<file path="config.mk">
export PLATFORM = sky130hd
export DESIGN_NAME = inst_imm_enc
export DESIGN_NICKNAME = d
export VERILOG_FILES = /design/src/rtl/inst_imm_enc.sv
export SDC_FILE = /design/constraint.sdc
export NUM_CORES = 1
export LEC_CHECK = 0
export CORE_MARGIN = 10
export CORE_UTILIZATION = 51
export DETAILED_ROUTE_END_ITERATION = 8
export PLACE_DENSITY = 0.86
export SLEW_MARGIN = 20
export SYNTH_ARGS = -nofsm -noshare
export SYNTH_HDL_FRONTEND = slang
export SYNTH_SLANG_ARGS = --single-unit
</file>
<file path="constraint.sdc">
create_clock -name clk_i -period 6.35 [get_ports clk_i]
set_input_delay 0.9525 -clock clk_i [delete_from_list [all_inputs] [get_ports clk_i]]
set_output_delay 0.9525 -clock clk_i [all_outputs]
set_load 0.02 [all_outputs]
</file>
<file path="src/rtl/inst_imm_enc.sv">
// inst_imm_enc: streaming RISC-V immediate encoder with an output FIFO.
// Packs imm_i into the immediate fields of base_i according to ImmSel_i,
// flags immediates that the selected format cannot represent, and queues
// {err, inst} words behind a valid/ready handshake.
// Optional feature macro: IMM_ENC_ERR_CNT_EN (saturating error counter).

`ifndef I_TYPE
`define I_TYPE 3'd0
`endif
`ifndef S_TYPE
`define S_TYPE 3'd1
`endif
`ifndef B_TYPE
`define B_TYPE 3'd2
`endif
`ifndef J_TYPE
`define J_TYPE 3'd3
`endif
`ifndef U_TYPE
`define U_TYPE 3'd4
`endif

module inst_imm_enc #(
  parameter int DEPTH = 2,
  parameter int CNT_W = 16
) (
  input  logic             clk_i,
  input  logic             rst_i,
  input  logic             flush_i,
  input  logic             valid_i,
  output logic             ready_o,
  input  logic [31:0]      base_i,
  input  logic [31:0]      imm_i,
  input  logic [2:0]       ImmSel_i,
  output logic             valid_o,
  input  logic             ready_i,
  output logic [31:0]      inst_o,
  output logic             err_o,
  output logic [CNT_W-1:0] err_cnt_o
);

  localparam int PTR_W = (DEPTH > 1) ? $clog2(DEPTH) : 1;
  localparam int CNT_CW = $clog2(DEPTH + 1);
  localparam logic [CNT_CW-1:0] FULL_CNT = CNT_CW'(DEPTH);

  logic [31:0]       enc_inst;
  logic              enc_err;
  logic [32:0]       mem_q [DEPTH];
  logic [PTR_W-1:0]  wr_ptr_q, rd_ptr_q;
  logic [CNT_CW-1:0] cnt_q, cnt_d;
  logic              full, empty, push, pop;

  // Field packing and range check for the selected immediate format.
  always_comb begin
    enc_inst = base_i;
    enc_err  = 1'b0;
    case (ImmSel_i)
      `I_TYPE: begin
        enc_inst[31:20] = imm_i[11:0];
        enc_err = (imm_i != {{20{imm_i[11]}}, imm_i[11:0]});
      end
      `S_TYPE: begin
        enc_inst[31:25] = imm_i[11:5];
        enc_inst[11:7]  = imm_i[4:0];
        enc_err = (imm_i != {{20{imm_i[11]}}, imm_i[11:0]});
      end
      `B_TYPE: begin
        enc_inst[31]    = imm_i[12];
        enc_inst[30:25] = imm_i[10:5];
        enc_inst[11:8]  = imm_i[4:1];
        enc_inst[7]     = imm_i[11];
        enc_err = (imm_i != {{19{imm_i[12]}}, imm_i[12:0]}) || imm_i[0];
      end
      `J_TYPE: begin
        enc_inst[31]    = imm_i[20];
        enc_inst[30:21] = imm_i[10:1];
        enc_inst[20]    = imm_i[11];
        enc_inst[19:12] = imm_i[19:12];
        enc_err = (imm_i != {{11{imm_i[20]}}, imm_i[20:0]}) || imm_i[0];
      end
      `U_TYPE: begin
        enc_inst[31:12] = imm_i[31:12];
        enc_err = (imm_i[11:0] != 12'd0);
      end
      default: enc_err = 1'b1;
    endcase
  end

  assign full    = (cnt_q == FULL_CNT);
  assign empty   = (cnt_q == '0);
  assign ready_o = !full;
  assign valid_o = !empty;
  assign push    = valid_i && !full && !flush_i;
  assign pop     = !empty && ready_i;

  // Occupancy next state; flush wins over any push/pop in the same cycle.
  always_comb begin
    cnt_d = cnt_q;
    if (flush_i)
      cnt_d = '0;
    else if (push && !pop)
      cnt_d = cnt_q + 1'b1;
    else if (pop && !push)
      cnt_d = cnt_q - 1'b1;
  end

  // FIFO storage, pointers and occupancy.
  always_ff @(posedge clk_i or posedge rst_i) begin
    if (rst_i) begin
      for (int i = 0; i < DEPTH; i++) mem_q[i] <= '0;
      wr_ptr_q <= '0;
      rd_ptr_q <= '0;
      cnt_q    <= '0;
    end else begin
      cnt_q <= cnt_d;
      if (flush_i) begin
        wr_ptr_q <= '0;
        rd_ptr_q <= '0;
      end else begin
        if (push) begin
          mem_q[wr_ptr_q] <= {enc_err, enc_inst};
          wr_ptr_q        <= wr_ptr_q + 1'b1;
        end
        if (pop) rd_ptr_q <= rd_ptr_q + 1'b1;
      end
    end
  end

  // Head entry is shown only while valid so an empty FIFO reads as zero.
  assign inst_o = valid_o ? mem_q[rd_ptr_q][31:0] : 32'd0;
  assign err_o  = valid_o ? mem_q[rd_ptr_q][32]   : 1'b0;

`ifdef IMM_ENC_ERR_CNT_EN
  logic [CNT_W-1:0] err_cnt_q;

  // Count accepted erroneous words, saturating; flush does not clear it.
  always_ff @(posedge clk_i or posedge rst_i) begin
    if (rst_i)
      err_cnt_q <= '0;
    else if (push && enc_err && (err_cnt_q != {CNT_W{1'b1}}))
      err_cnt_q <= err_cnt_q + 1'b1;
  end

  assign err_cnt_o = err_cnt_q;
`else
  assign err_cnt_o = '0;
`endif

endmodule

</file>
==> Word-level counts from Yosys, hierarchy flattened <==
Index checks and enable logic that the tools add are counted.
{ "classes": {"n_reduce_logical": 22, "n_lt_le_gt_ge": 3, "n_eq_ne": 8, "add_sub_neg": 4, "muxes": 20, "bitwise": 3} }
{ "ops": {"columns": ["operator", "n"], "rows": [
  ["$mux 33", 4],
  ["$bwmux 66", 1],
  ["$demux 33 s1", 1],
  ["$mux 32", 1],
  ["$pmux 7 s4", 1],
  ["$ne 20x20->1", 1],
  ["$ne 19x19->1", 1],
  ["$pmux 5 s3", 1],
  ["$reduce_bool 12->1", 1],
  ["$ne 11x11->1", 1],
  ["$pmux 5 s2", 1],
  ["$mux 8", 1],
  ["$eq 3x2->1 const B", 2],
  ["$logic_and 1x1->1", 6],
  ["$mux 2", 3],
  ["$logic_not 1->1", 5],
  ["$mux 1", 5],
  ["$ge 2x2->1 const B", 2],
  ["$not 1->2", 2],
  ["$pmux 1 s4", 1],
  ["$reduce_bool 2->1", 2],
  ["$reduce_or 2->1", 2],
  ["$eq 3x1->1 const B", 1],
  ["$eq 3x3->1 const B", 1],
  ["other kinds (11)", 13]
]} }
{ "totals": {"out_inout_bits": 51, "ff_bits": 70, "word_cells": 65} }

==> Longest topological paths before layout <==
{ "depth": {"depth_word": 9, "ltp_mapped": 7} }

==> Least setup slack after synthesis <==
No wires, ideal clock.
{ "synth_path": {"path_kind": "input-to-reg", "startpoint": "input ImmSel_i[2]", "endpoint": "register mem_q[65] (netlist bit)", "arrival_ns": 2.168, "path_buffers": 1, "path_stages": 6, "path_slack_ns": 4.035, "path_cell_list": "buf_2 > or4_1 > nor4_1 > nor2_1 > o21ai_0 > a31oi_1"} }
{ "synth_between": {"elab_chain_len": 4, "word_cells_on_any_way": 8, "cone_classes": "eq/ne (4); mux (2); reduce/logical (2)"} }
{ "synth_rtl": {"columns": ["item", "line_no", "rtl"], "rows": [
  ["start, declared", "34", "input logic [2:0] ImmSel_i,"],
  ["$eq 3x1->1 / $logic_not 3->1 (equally long branches)", "57", "case (ImmSel_i)"],
  ["$reduce_or 2->1 (no line)", null, null],
  ["$pmux 1 s4 (*)", "57", null],
  ["$bwmux 66 (*)", "121", "mem_q[wr_ptr_q] <= {enc_err, enc_inst};"],
  ["end signal, assigned by index", "121", null],
  ["end, declared", "48", "logic [32:0] mem_q [DEPTH];"]
]} }
Every way passes the cells marked *; elsewhere a longest branch is shown, timed or not.
A chain may end at the register's enable or synchronous reset.

==> Worst setup path in the final report <==
{ "layout_path": {"startpoint": "register rd_ptr_q", "endpoint": "output inst_o[16]"} }
{ "layout_between": {"elab_chain_len": 5} }
{ "layout_rtl": {"columns": ["item", "line_no", "rtl"], "rows": [
  ["start, declared", "49", "logic [PTR_W-1:0] wr_ptr_q, rd_ptr_q;"],
  ["start signal, assigned", "124", "if (pop) rd_ptr_q <= rd_ptr_q + 1'b1;"],
  ["$not 1->2 (not written as such)", "130", "assign inst_o = valid_o ? mem_q[rd_ptr_q][31:0] : 32'd0;"],
  ["$mux 33 (3 in a row)", null, null],
  ["$mux 32", "130", null],
  ["end, declared", "37", "output logic [31:0] inst_o,"]
]} }
Every way passes these cells. The select of a mux whose other input is x is not followed.

==> impl_results.md <==
* Top-area cell type share of the netlist area at between 40% and 50%
* Final-report setup violation count at 0
* Total Negative Setup Slacks at 0 ns
* Initial antenna violation count at 0
* XOR/XNOR share of the synthesized area at less than 1%
* #FFs+latches synth at 70
* DP HPWL at approximately 9.0 mm
* Global-route usage over all layers at between 10% and 20%
* Max transition margin at approximately 30%
* Endpoint required time on the critical path at 5.40 ns
* Mux share of post-synthesis cell area at 16.42%
* Synth async-reset ratio at 100.0%
* Hold Violations, Final at 0
* Part of the cycle the worst path needs at a little over half
* Path depth of the worst reg2reg path at 4
* VDD IR-drop max at ~0.00014 V
* Post-synthesis compound-gate area fraction at approximately 11%
* Fin. max-slew vios at 0
* Worst reg2reg startpoint: cnt_q[0]
* Routed wire length at around 12 mm
* Clock root buffer: sky130_fd_sc_hd__clkbuf_8
* Startpoint class of the critical path: flop
* Number of filler instances in the final layout at a little over 600
* WL/cell at 17.82 um
* Iter 0 DRT Violations at 178
* Arrival time reported for the critical path endpoint at roughly 2.5 ns
* Category of the worst setup path capture point: output pin
* Global-route congestion overflow total at 0
* CORE AREA at around 7800 um2
* Detailed-router iteration count before antenna repair at 5
* Input/output buffers at about 110
* Area taken by multi-input logic gates at 2138 um2
* Worst flop-to-flop path endpoint: mem_q[29]
* Most common flop cell mapped by yosys: sky130_fd_sc_hd__dfrtp_1
* Post-synthesis simple-gate area fraction at 22.37%
* Std cell rows at 32
* Number of max-capacitance violations reported at 0
* Starting utilization of the core area at between 50% and 60%
* Biggest area contributors in the synthesized netlist: sky130_fd_sc_hd__dfrtp_1 43%, sky130_fd_sc_hd__mux2i_1 14%, sky130_fd_sc_hd__nand2_1 10%
* Combinational family with the most area after synthesis: simple AND/OR/NAND/NOR gates
* Setup repair after global routing missed its margin: no
* CTS max path bufs at 2
* Mean Syn Cell Area at between 8 and 9 um2
* Master of the slowest instance on the critical path: sky130_fd_sc_hd__dfrtp_2
* Number of primary I/O pins at around 120
* Outcome: completed
* CTS clk-pin slew, worst paths at around 0.080 ns
* Layout Skew at between 0.01 and 0.015 ns
* Post-CTS Setup Inserts at 0
* Resized cells post-CTS at 0
* X dimension of the die at about 110 um
* Cell area after synthesis at around 4100 um2
* Wire length of the first global-routing pass at around 19 mm
* Warning count from the yosys run at 0
* Clock Latency Late Sink at 0.35 ns
* Area added between synthesis and finish at 30.76%
* Ordered list of cells on the worst path: mux2i_1 -> nor2_1 -> clkdlybuf4s50_1
* Sequential area share after synthesis at 42.72%
* Cells after synthesis at ~480
* Total vias in the final route at about 3800
* CTS Hold Buffers Added at 0
* Areal power density over the cells at between 200 and 300 nW/um2
* Net total in the final layout at around 640
* Clock period minus worst slack at 3.451 ns
* Maximum number of pins on one net before global-route repair at between 70 and 80
* Register-to-Register Setup Slack at 4.26 ns
* Worst Setup EP: inst_o[16]
* Full die area at around 12000 um2
* Number of antenna repair diodes at 0
* Inserted Clock Buffers at 9
* Share of layout cells above drive strength 1 at 7.356%
* Number of enable flip-flop cells after synthesis at 0
* CTS tree: built
* Vertical die dimension at approximately 110 um
* Largest area contributor in the synthesized netlist: sky130_fd_sc_hd__dfrtp_1
* Leakage at 0.002308 uW
* Post-DR vias/cell at 5.590
* Setup crit start: rd_ptr_q
* Via count of the first global-routing pass at approximately 3700
* Highest clock frequency the design can meet at between 200 and 300 MHz
* Actual slew at the worst max-slew pin at 1.053 ns
* Critical path's largest stage delay at roughly 1.1 ns
* Critical Setup Path Class: flop to output pin
* Sequential cell area at ~1800 um2
* Count of antenna-violating nets left after detailed routing at 0
* Type of the most critical hold path: flop to flop
* Total DRC errors in the routed layout at 0
* Crit Path Max Fanout at 34
* CTS Sinks at 70
* H-tree depth reported by CTS at 3
* Post-synthesis share of cell area spent on full adders, half adders and majority gates at 0%
* GP Congestion at 0.9715
* Final worst hold slack at around 0.48 ns
* Count of unique library cells instantiated by Yosys at 46
## cell type report
cell class                      count  share of cell area [%]
Multi-Input combinational cell    369                   39.88
Clock inverter                      6                   1.564
Tap cell                          102                   2.380
Sequential cell                    70                   32.70
Inverter                            4                  0.2800
Timing Repair Buffer              112                   20.63
Clock buffer                       10                   2.567
## worst max-delay path: cells and delay by family, from the launching register on
| family | cells | cell delay [ns] |
|---|---|---|
| multiplexers | 1 | 0.24 |
| buffers and inverters | 1 | 0.64 |
| flip-flops | 1 | 1.07 |
| AND/OR/NAND/NOR | 1 | 0.17 |
## cell usage in the layout, fill, tap and decap left out, drive strengths merged, types with 6 or more instances in the layout
| master | instances |
|---|---|
| buf | 6 |
| mux2i | 56 |
| clkdlybuf4s50 | 106 |
| nor2 | 53 |
| a21oi | 10 |
| conb | 16 |
| nand3 | 7 |
| nand2 | 112 |
| o21ai | 44 |
| clkbuf | 10 |
| a31oi | 6 |
| mux2 | 10 |
| dfrtp | 70 |
| nor4 | 9 |
## per-layer routing
| layer | GRT usage [%] | up-vias | routed length, um |
|---|---|---|---|
| met2 | 33.26 | 154 | 6058 |
| met5 | 0 | - | 0 |
| met1 | 25.43 | 1811 | 4886 |
| met4 | 6.041 | 0 | 165 |
| met3 | 4.037 | 15 | 883 |
| li1 | - | 1782 | - |
## kinds of logic after synthesis
| group | count (synthesis) |
|---|---|
| and+or+nand+nor | 207 |
| AOI/OAI and AO/OA | 77 |
| DFF | 70 |
| muxes | 66 |
| buffers and inverters | 51 |
| xor gates and xnor gates | 3 |
| other | 1 |
## registers in the layout, indices dropped and copies added (netlist names)
| register | cells |
|---|---|
| rd_ptr_q | 1 |
| cnt_q | 2 |
| mem_q | 66 |
| wr_ptr_q | 1 |
## worst min path at each step
stage | start | end | slack, ns | cells past startpoint
finish | mem_q[5] | mem_q[5] | 0.48 | 2
global route | mem_q[7] | mem_q[7] | 0.50 | 2
CTS | mem_q[5] | mem_q[5] | 0.48 | 2
detailed placement | mem_q[5] | mem_q[5] | 0.46 | 2
global placement | mem_q[35] | mem_q[35] | 0.46 | 2
floorplan | mem_q[33] | mem_q[33] | 0.44 | 2
## stage by stage
stage                     utilization, %  power, uW  worst slack (ns)  cells  area [um2]
after global routing               69.02       1525             2.772    673        5361
after global placement             66.00       1023             2.762    656        5126
final                              69.02       1442             2.899    673        5361
after detailed placement           66.00       1045             2.611    656        5126
after floorplan                        -      880.2             3.629    490        4156
after CTS                          68.85       1447             2.902    672        5348
## synth_stat cells, types with 2 or more instances
library cell and n:
sky130_fd_sc_hd__or3_1 5, sky130_fd_sc_hd__nor4_1 8, sky130_fd_sc_hd__nand3_1 7, sky130_fd_sc_hd__a21oi_1 10, sky130_fd_sc_hd__o22ai_1 2, sky130_fd_sc_hd__nand2_1 111, sky130_fd_sc_hd__or4_1 2, sky130_fd_sc_hd__inv_1 4
sky130_fd_sc_hd__buf_4 17, sky130_fd_sc_hd__clkbuf_1 14, sky130_fd_sc_hd__xor2_1 2, sky130_fd_sc_hd__a31oi_1 6, sky130_fd_sc_hd__nand4b_1 2, sky130_fd_sc_hd__o21ai_0 44, sky130_fd_sc_hd__nand2b_1 3, sky130_fd_sc_hd__nor2_1 53
sky130_fd_sc_hd__o311ai_0 4, sky130_fd_sc_hd__o21bai_1 2, sky130_fd_sc_hd__mux2_2 10, sky130_fd_sc_hd__dfrtp_1 70, sky130_fd_sc_hd__mux2i_1 56, sky130_fd_sc_hd__nand4_1 3, sky130_fd_sc_hd__buf_2 16, sky130_fd_sc_hd__nor2b_1 2
## power by group
group          leakage (uW)  switching [uW]  internal [uW]
Combinational       0.00133             210            193
Sequential         0.000864            74.2            562
Clock              0.000116             171            231
(Power assumes the default switching activity.)
